## config.mk

```make
export PLATFORM = sky130hd
export DESIGN_NAME = uart_tx_buffered
export DESIGN_NICKNAME = d
export VERILOG_FILES = /design/src/rtl/uart_tx_buffered.sv
export SDC_FILE = /design/constraint.sdc
export NUM_CORES = 1
export LEC_CHECK = 0
export CAP_MARGIN = 25
export CELL_PAD_IN_SITES_DETAIL_PLACEMENT = 1
export CELL_PAD_IN_SITES_GLOBAL_PLACEMENT = 2
export CORE_MARGIN = 4
export CORE_UTILIZATION = 41
export CTS_CLUSTER_DIAMETER = 60
export DETAILED_ROUTE_END_ITERATION = 6
export GPL_TIMING_DRIVEN = 0
export MAX_ROUTING_LAYER = met4
export PLACE_DENSITY_LB_ADDON = 0.25
export SETUP_SLACK_MARGIN = 0.1
export SYNTH_ARGS = -nofsm -noshare
export SYNTH_HDL_FRONTEND = slang
export SYNTH_SLANG_ARGS = --single-unit
export TNS_END_PERCENT = 20
```

## constraint.sdc

```tcl
create_clock -name CLK -period 2.45 [get_ports CLK]
set_input_delay 0.245 -clock CLK [delete_from_list [all_inputs] [get_ports CLK]]
set_output_delay 0.245 -clock CLK [all_outputs]
set_load 0.1 [all_outputs]
```

## src/rtl/uart_tx_buffered.sv

```systemverilog
// Double-buffered UART transmitter: one-entry holding register with valid/ready
// in front of a start/data/parity/stop serialiser with configurable bit period.
module uart_tx_buffered #(
    parameter int unsigned DATA_WIDTH   = 8,
    parameter int unsigned CLKS_PER_BIT = 1
) (
    input  logic                  CLK,
    input  logic                  RST,
    input  logic [DATA_WIDTH-1:0] P_DATA,
    input  logic                  DATA_VALID,
    input  logic                  PAR_EN,
    input  logic                  PAR_TYPE,
    input  logic                  STOP2,
    output logic                  TX_OUT,
    output logic                  BUSY,
    output logic                  DATA_READY
);

    localparam int unsigned TICK_W = (CLKS_PER_BIT > 1) ? $clog2(CLKS_PER_BIT) : 1;
    localparam int unsigned BIT_W  = $clog2(DATA_WIDTH);

    localparam logic [TICK_W-1:0] TICK_LAST = TICK_W'(CLKS_PER_BIT - 1);
    localparam logic [BIT_W-1:0]  BIT_LAST  = BIT_W'(DATA_WIDTH - 1);
    localparam logic [BIT_W-1:0]  STOP_LAST = BIT_W'(1);

    typedef enum logic [2:0] {
        IDLE   = 3'd0,
        START  = 3'd1,
        DATA   = 3'd2,
        PARITY = 3'd3,
        STOP   = 3'd4
    } state_t;

    state_t                 state_q;
    state_t                 state_d;
    logic [TICK_W-1:0]      tick_q;
    logic [BIT_W-1:0]       bit_q;

    logic [DATA_WIDTH-1:0]  hold_data_q;
    logic                   hold_par_en_q;
    logic                   hold_par_type_q;
    logic                   hold_stop2_q;
    logic                   full_q;

    logic [DATA_WIDTH-1:0]  shift_q;
    logic                   par_en_q;
    logic                   stop2_q;
    logic                   par_bit_q;

    logic                   tick_last_c;
    logic                   bit_last_c;
    logic                   stop_last_c;
    logic                   accept_c;
    logic                   load_c;

    assign tick_last_c = (tick_q == TICK_LAST);
    assign bit_last_c  = (bit_q == BIT_LAST);
    assign stop_last_c = !stop2_q || (bit_q == STOP_LAST);
    assign accept_c    = DATA_VALID && !full_q;

    // A held word loads when the line is idle or on the very last tick of the
    // last stop bit, so back-to-back frames have no idle cycle between them.
    assign load_c = full_q &&
                    ((state_q == IDLE) ||
                     ((state_q == STOP) && tick_last_c && stop_last_c));

    // State register
    always_ff @(posedge CLK or negedge RST) begin
        if (!RST) begin
            state_q <= IDLE;
        end else begin
            state_q <= state_d;
        end
    end

    // Next-state logic
    always_comb begin
        state_d = state_q;
        case (state_q)
            IDLE: begin
                state_d = IDLE;
            end
            START: begin
                if (tick_last_c) begin
                    state_d = DATA;
                end
            end
            DATA: begin
                if (tick_last_c && bit_last_c) begin
                    state_d = par_en_q ? PARITY : STOP;
                end
            end
            PARITY: begin
                if (tick_last_c) begin
                    state_d = STOP;
                end
            end
            STOP: begin
                if (tick_last_c && stop_last_c) begin
                    state_d = IDLE;
                end
            end
            default: begin
                state_d = IDLE;
            end
        endcase
        if (load_c) begin
            state_d = START;
        end
    end

    // Tick counter restarts on every bit boundary and stays at zero while idle
    always_ff @(posedge CLK or negedge RST) begin
        if (!RST) begin
            tick_q <= '0;
        end else if (load_c || (state_q == IDLE) || tick_last_c) begin
            tick_q <= '0;
        end else begin
            tick_q <= tick_q + TICK_W'(1);
        end
    end

    // Bit counter indexes data bits, then reuses itself to count stop bits
    always_ff @(posedge CLK or negedge RST) begin
        if (!RST) begin
            bit_q <= '0;
        end else if (load_c) begin
            bit_q <= '0;
        end else if (tick_last_c) begin
            case (state_q)
                DATA:    bit_q <= bit_last_c  ? '0 : bit_q + BIT_W'(1);
                STOP:    bit_q <= stop_last_c ? '0 : bit_q + BIT_W'(1);
                default: bit_q <= '0;
            endcase
        end
    end

    // Holding register: filled on accept, drained on load
    always_ff @(posedge CLK or negedge RST) begin
        if (!RST) begin
            hold_data_q     <= '0;
            hold_par_en_q   <= 1'b0;
            hold_par_type_q <= 1'b0;
            hold_stop2_q    <= 1'b0;
            full_q          <= 1'b0;
        end else if (accept_c) begin
            hold_data_q     <= P_DATA;
            hold_par_en_q   <= PAR_EN;
            hold_par_type_q <= PAR_TYPE;
            hold_stop2_q    <= STOP2;
            full_q          <= 1'b1;
        end else if (load_c) begin
            full_q          <= 1'b0;
        end
    end

    // Frame registers: config is frozen at load so the frame in flight never changes
    always_ff @(posedge CLK or negedge RST) begin
        if (!RST) begin
            shift_q   <= '0;
            par_en_q  <= 1'b0;
            stop2_q   <= 1'b0;
            par_bit_q <= 1'b0;
        end else if (load_c) begin
            shift_q   <= hold_data_q;
            par_en_q  <= hold_par_en_q;
            stop2_q   <= hold_stop2_q;
            par_bit_q <= (^hold_data_q) ^ hold_par_type_q;
        end else if ((state_q == DATA) && tick_last_c) begin
            shift_q   <= shift_q >> 1;
        end
    end

    // Line decode from registered state only
    always_comb begin
        TX_OUT = 1'b1;
        case (state_q)
            IDLE:    TX_OUT = 1'b1;
            START:   TX_OUT = 1'b0;
            DATA:    TX_OUT = shift_q[0];
            PARITY:  TX_OUT = par_bit_q;
            STOP:    TX_OUT = 1'b1;
            default: TX_OUT = 1'b1;
        endcase
    end

    assign BUSY       = (state_q != IDLE) || full_q;
    assign DATA_READY = !full_q;

endmodule

```

== Word level (Yosys, flattened, before mapping) ==
Cells that the tools add are included.
Word-level totals
  bits in registers: 30
  output and inout bits: 3
  word-level logic and storage cells: 65
Cells by class
  $add $sub $neg: 2
  equality and inequality tests: 11
  multiplexer cells: 18
  bitwise operators: 2
  reduce and logical (&&, ||, !) cells: 20
Operators with widths (number)
  3-bit 2-to-1 mux: 10
  8-bit 2-to-1 mux: 2
  3-bit one-hot mux with 4 select lines: 1
  3-bit != test (second input constant): 3
  8-bit parity: 1
  1-bit logical AND: 7
  3-bit by 1-bit equality test with 1-bit output (second input constant): 2
  3-bit by 2-bit equality test with 1-bit output (second input constant): 2
  3-bit equality test (second input constant): 2
  3-bit one-hot mux with 2 select lines: 1
  1-bit logical OR: 5
  4-bit AND reduction: 1
  2-bit nonzero test: 2
  3-bit by 1-bit adder with 3-bit output (second input constant): 1
  3-bit zero test: 1
  1-bit 2-to-1 mux: 3
  3-bit by 2-bit != test with 1-bit output (second input constant): 1
  1-bit one-hot mux with 3 select lines: 1
  3-bit nonzero test: 1
  1-bit zero test: 2
  2-bit by 1-bit != test with 1-bit output (second input constant): 1
  1-bit adder (second input constant): 1
  1-bit inverter: 1
  1-bit bitwise XOR: 1

== Depth between registers and ports, before layout ==
  depth in word-level cells: 8
  gate-level depth with buffers: 7
  mapped depth without buffers: 6

== Worst setup path before layout ==
No wires, ideal clock.
  path type: reg-to-output
  start: register state_q[0]
  end: output TX_OUT
  data arrival time: 2.728 ns
  data required time: 2.205 ns
  path slack: -0.523 ns
  cell stages (with the launch flop): 4
  cells stage by stage: dfrtp_1 buf_6 a21boi_0 o21ai_0
Between the ends
  longest elaborated chain between the ends: 2
  elaborated cells between the ends (all ways): 4
  those cells by class: eq/ne (3); mux (1)
RTL lines
  from (decl): line 34  | state_t state_q;
  from (signal assigned): line 72  | state_q <= state_d;
  3-bit by 2-bit equality test with 1-bit output or 3-bit by 1-bit equality test with 1-bit output (tied branches): line 177  | case (state_q)
  1-bit one-hot mux with 3 select lines *: line 177
  to (decl): line 14  | output logic TX_OUT,
Every way passes the cells marked *; elsewhere a longest branch is shown, timed or not.

== Final worst setup path ==
  start: register full_q
  end: output DATA_READY
Between the ends
  longest elaborated chain between the ends: 1
RTL lines
  from (decl): line 43  | logic full_q;
  from (signal assigned): line 145  | full_q <= 1'b0;
  from (signal assigned): line 151  | full_q <= 1'b1;
  from (signal assigned): line 153  | full_q <= 1'b0;
  1-bit zero test: line 188  | assign DATA_READY = !full_q;
  to (decl): line 16  | output logic DATA_READY
Every way passes these cells.

==> results_dict.tcl <==
set metrics [dict create \
    antenna_found_initial 0 \
    holdCritPathClass "in -> async" \
    wl_um 2900 \
    crit_type "reg -> out" \
    die_w_um 68.9 \
    drv_cap 0 \
    holdBufCountCts 0 \
    period_needed_ns 2.20 \
    core_um2 3470 \
    synth-simple-area-share_pct 9.38 \
    hold_viol 0 \
    fin_crit_sh_pct 89.7 \
    leakagePower_nw 0.796 \
    clock-sinks 30 \
    start_util_pct 43.8 \
    fmax_mhz 455 \
    synth_area_per_cell_um2 13.2 \
    fin_hold_ws_ns 0.358 \
    crit_chain "inv_1 -> clkdlybuf4s50_1" \
    p_sw_share_pct 37.8 \
    slew_headroom_pct 35.5 \
    synthMuxAreaShare_pct 22.7 \
    finalMaxSlewViolations 0 \
    io_buffers 16 \
    drc 0 \
    area_delta_synth_final_pct 22.2 \
    via_count 944 \
    grt_usage_pct 15.2 \
    cts_buffers 5 \
    p_int_mw 1.69 \
    die_height_um 68.9 \
    grt_pass1_vias 1029 \
    worst_pin_slew_ns 0.965 \
    num_rows 21 \
    dr.pass1.iters 3 \
    crit_slowest_cell "clkdlybuf4s50_1" \
    cts_tree "yes" \
    fin_worst_skew_ns 0.00486 \
    synth_compound_area_share_pct 7.74 \
    syn_inst 115 \
    gp_congestion 0.795 \
    synthDistinctLibCells 36 \
    synth_top_family_by_area "multiplexers" \
    arrival_ns 1.95 \
    grt_overflow 0 \
    first_iter_violations 21 \
    cellPowerDensity_nw_per_um2 1460 \
    clk_latency_ns 0.28 \
    vdd_ir_drop_max_mv 0.843 \
    dieArea_um2 4750 \
    via_per_inst 5.08 \
    seq_area_frac_synth_pct 49.4 \
    required_ns 2.20 \
    synthAdderAreaFrac_pct 2.47 \
    clock_tree.htree_level_count 2 \
    synthesis.area_um2 1520 \
    seq_power_share_pct 33.9 \
    cp-start-kind "flop" \
    fillerInstances 366 \
    path_delay_family "buffers and inverters" \
    max_stage_delay_ns 1.13 \
    status "completed" \
    drive_gt1_share_pct 32.1 \
    dp_hpwl_um 2160 \
    ys_seq_elements 30 \
    switchingPower_mw 1.02 \
    cts_root_buffer "clkbuf_8" \
    grt_pass1_wl_um 5000 \
    grt_max_degree 21 \
    critical_path.max_fanout 4 \
    clk_pin_slew_worst_paths_ns 0.06 \
    post_drt_wl_per_cell_um 15.6 \
    synthXorXnorAreaFrac_pct 4.94 \
    synth_fp_nets 132 \
    diodes 0 \
    end_kind "output port" \
    nets 156 \
    cts_buffer_depth 2 \
    antenna_left 0 \
    io_pins 17 \
    cp_num_buf_inv 2 \
    yosysWarningCount 0 \
    setup_viol_count_final 0 \
    rsz0062_at_grt "false" \
    clockPowerShare_pct 15.0 \
    tns_ns 0 \
    share_comb_of_total_power_pct 51.1 \
]
[area by class of cell]
class / count / area [um2] / share of cell area [%]
sequential: 30 / 751 / 40.4
multi-input combinational: 77 / 722 / 38.9
timing repair buffer: 17 / 189 / 10.2
clock buffer: 7 / 86.3 / 4.65
tap: 46 / 57.6 / 3.10
buffer: 4 / 32.5 / 1.75
inverter: 4 / 15.0 / 0.808
clock inverter: 1 / 5.00 / 0.269
[worst paths after layout]
| check | from | endpoint | slack [ns] | cells past startpoint |
|---|---|---|---|---|
| max | full_q | DATA_READY | 0.25 | 2 |
| max reg2reg | state_q[2] | shift_q[4] | 0.63 | 4 |
| min reg2reg | hold_par_en_q | hold_par_en_q | 0.51 | 1 |
| min | RST | bit_q[1] | 0.36 | 1 |
| min in group CLK | hold_par_en_q | hold_par_en_q | 0.51 | 1 |
| max in group asynchronous | RST | state_q[1] | 1.58 | 2 |
[cell families after synthesis]
logic type | after synthesis
compound gates | 15
xor+xnor | 7
fa+ha+maj | 3
buf+inv | 8
flops | 30
mux | 29
other cells | 1
simple gates | 22
[cell usage in the layout, fill, tap and decap left out, types with 2 or more instances in the layout]
cell / instances
buf_6: 2
inv_1: 4
xnor2_1: 5
dfrtp_1: 30
mux2_4: 5
nor2b_1: 3
nor3b_1: 2
nand2_1: 4
a21boi_0: 2
clkbuf_8: 6
mux2_2: 23
a21oi_1: 3
buf_2: 2
nor2_1: 4
ha_1: 3
clkdlybuf4s50_1: 14
[cells in the mapped netlist]
master | n | area share, %
o21ai_0 | 2 | 0.66
dfrtp_1 | 30 | 49
mux2_2 | 23 | 17
a21boi_1 | 1 | 0.49
xnor3_1 | 1 | 1.5
xnor2_1 | 5 | 2.9
nand4_1 | 1 | 0.41
nand2b_2 | 1 | 0.58
mux2_4 | 5 | 4.9
ha_1 | 3 | 2.5
nor3_4 | 1 | 1.1
inv_1 | 4 | 0.99
o41ai_1 | 1 | 0.58
nor2b_1 | 3 | 1.2
o21bai_1 | 1 | 0.49
nand3_1 | 1 | 0.33
or4_1 | 1 | 0.49
xor2_1 | 1 | 0.58
conb_1 | 1 | 0.25
nor3_1 | 1 | 0.33
o2bb2ai_1 | 1 | 0.58
o21a_1 | 1 | 0.49
nand2_1 | 4 | 0.99
buf_2 | 2 | 0.66
a41oi_1 | 1 | 0.58
buf_6 | 2 | 1.5
nor2_1 | 4 | 0.99
mux2_1 | 1 | 0.74
and2_2 | 1 | 0.49
o211ai_4 | 1 | 1.4
nor3b_1 | 2 | 0.99
a21o_1 | 1 | 0.49
a21boi_0 | 2 | 0.99
a21oi_1 | 3 | 0.99
nand2b_4 | 1 | 0.91
and4_1 | 1 | 0.58
[per-layer routing]
metal / vias to the layer above / GRT usage [%] / share of wire, %
met4: 0 / 6.57 / 1.7
li1: 450 / - / -
met1: 470 / 19.9 / 49
met3: 6 / 3.40 / 3.3
met2: 18 / 22.6 / 46
met5: - / - / 0
[per-stage QoR]
stage | power (mW) | setup slack [ns] | cell area (um2) | cells | utilization, %
global route | 2.90 | 0.178 | 1860 | 186 | 53.6
floorplan | 2.04 | 0.197 | 1520 | 115 | -
global placement | 2.27 | 0.282 | 1740 | 177 | 50.1
finish | 2.71 | 0.252 | 1860 | 186 | 53.6
detailed placement | 2.35 | 0.256 | 1770 | 178 | 50.9
CTS | 2.76 | 0.0135 | 1860 | 186 | 53.5
[repair_timing]
item,4_1_cts,5_1_grt
endpoints found under the setup margin,2,1
setup buffers,0,0
resized for setup,1,1
[registers in the layout (all words and copies together), names as in the netlist]
| signal | count |
|---|---|
| shift_q | 8 |
| hold_par_en_q | 1 |
| par_en_q | 1 |
| bit_q | 3 |
| tick_q | 1 |
| par_bit_q | 1 |
| stop2_q | 1 |
| hold_data_q | 8 |
| state_q | 3 |
| hold_par_type_q | 1 |
| hold_stop2_q | 1 |
| full_q | 1 |
[power groups by stage]
stage / Sequential, mW / Clock (mW) / Combinational (mW)
after detailed placement: 0.929 / 0 / 1.42
after global routing: 0.958 / 0.444 / 1.50
final: 0.919 / 0.406 / 1.39
after floorplan: 0.867 / 0 / 1.17
after global placement: 0.911 / 0 / 1.36
after CTS: 0.922 / 0.419 / 1.42
Note: power is estimated with default switching activity, not from simulation.
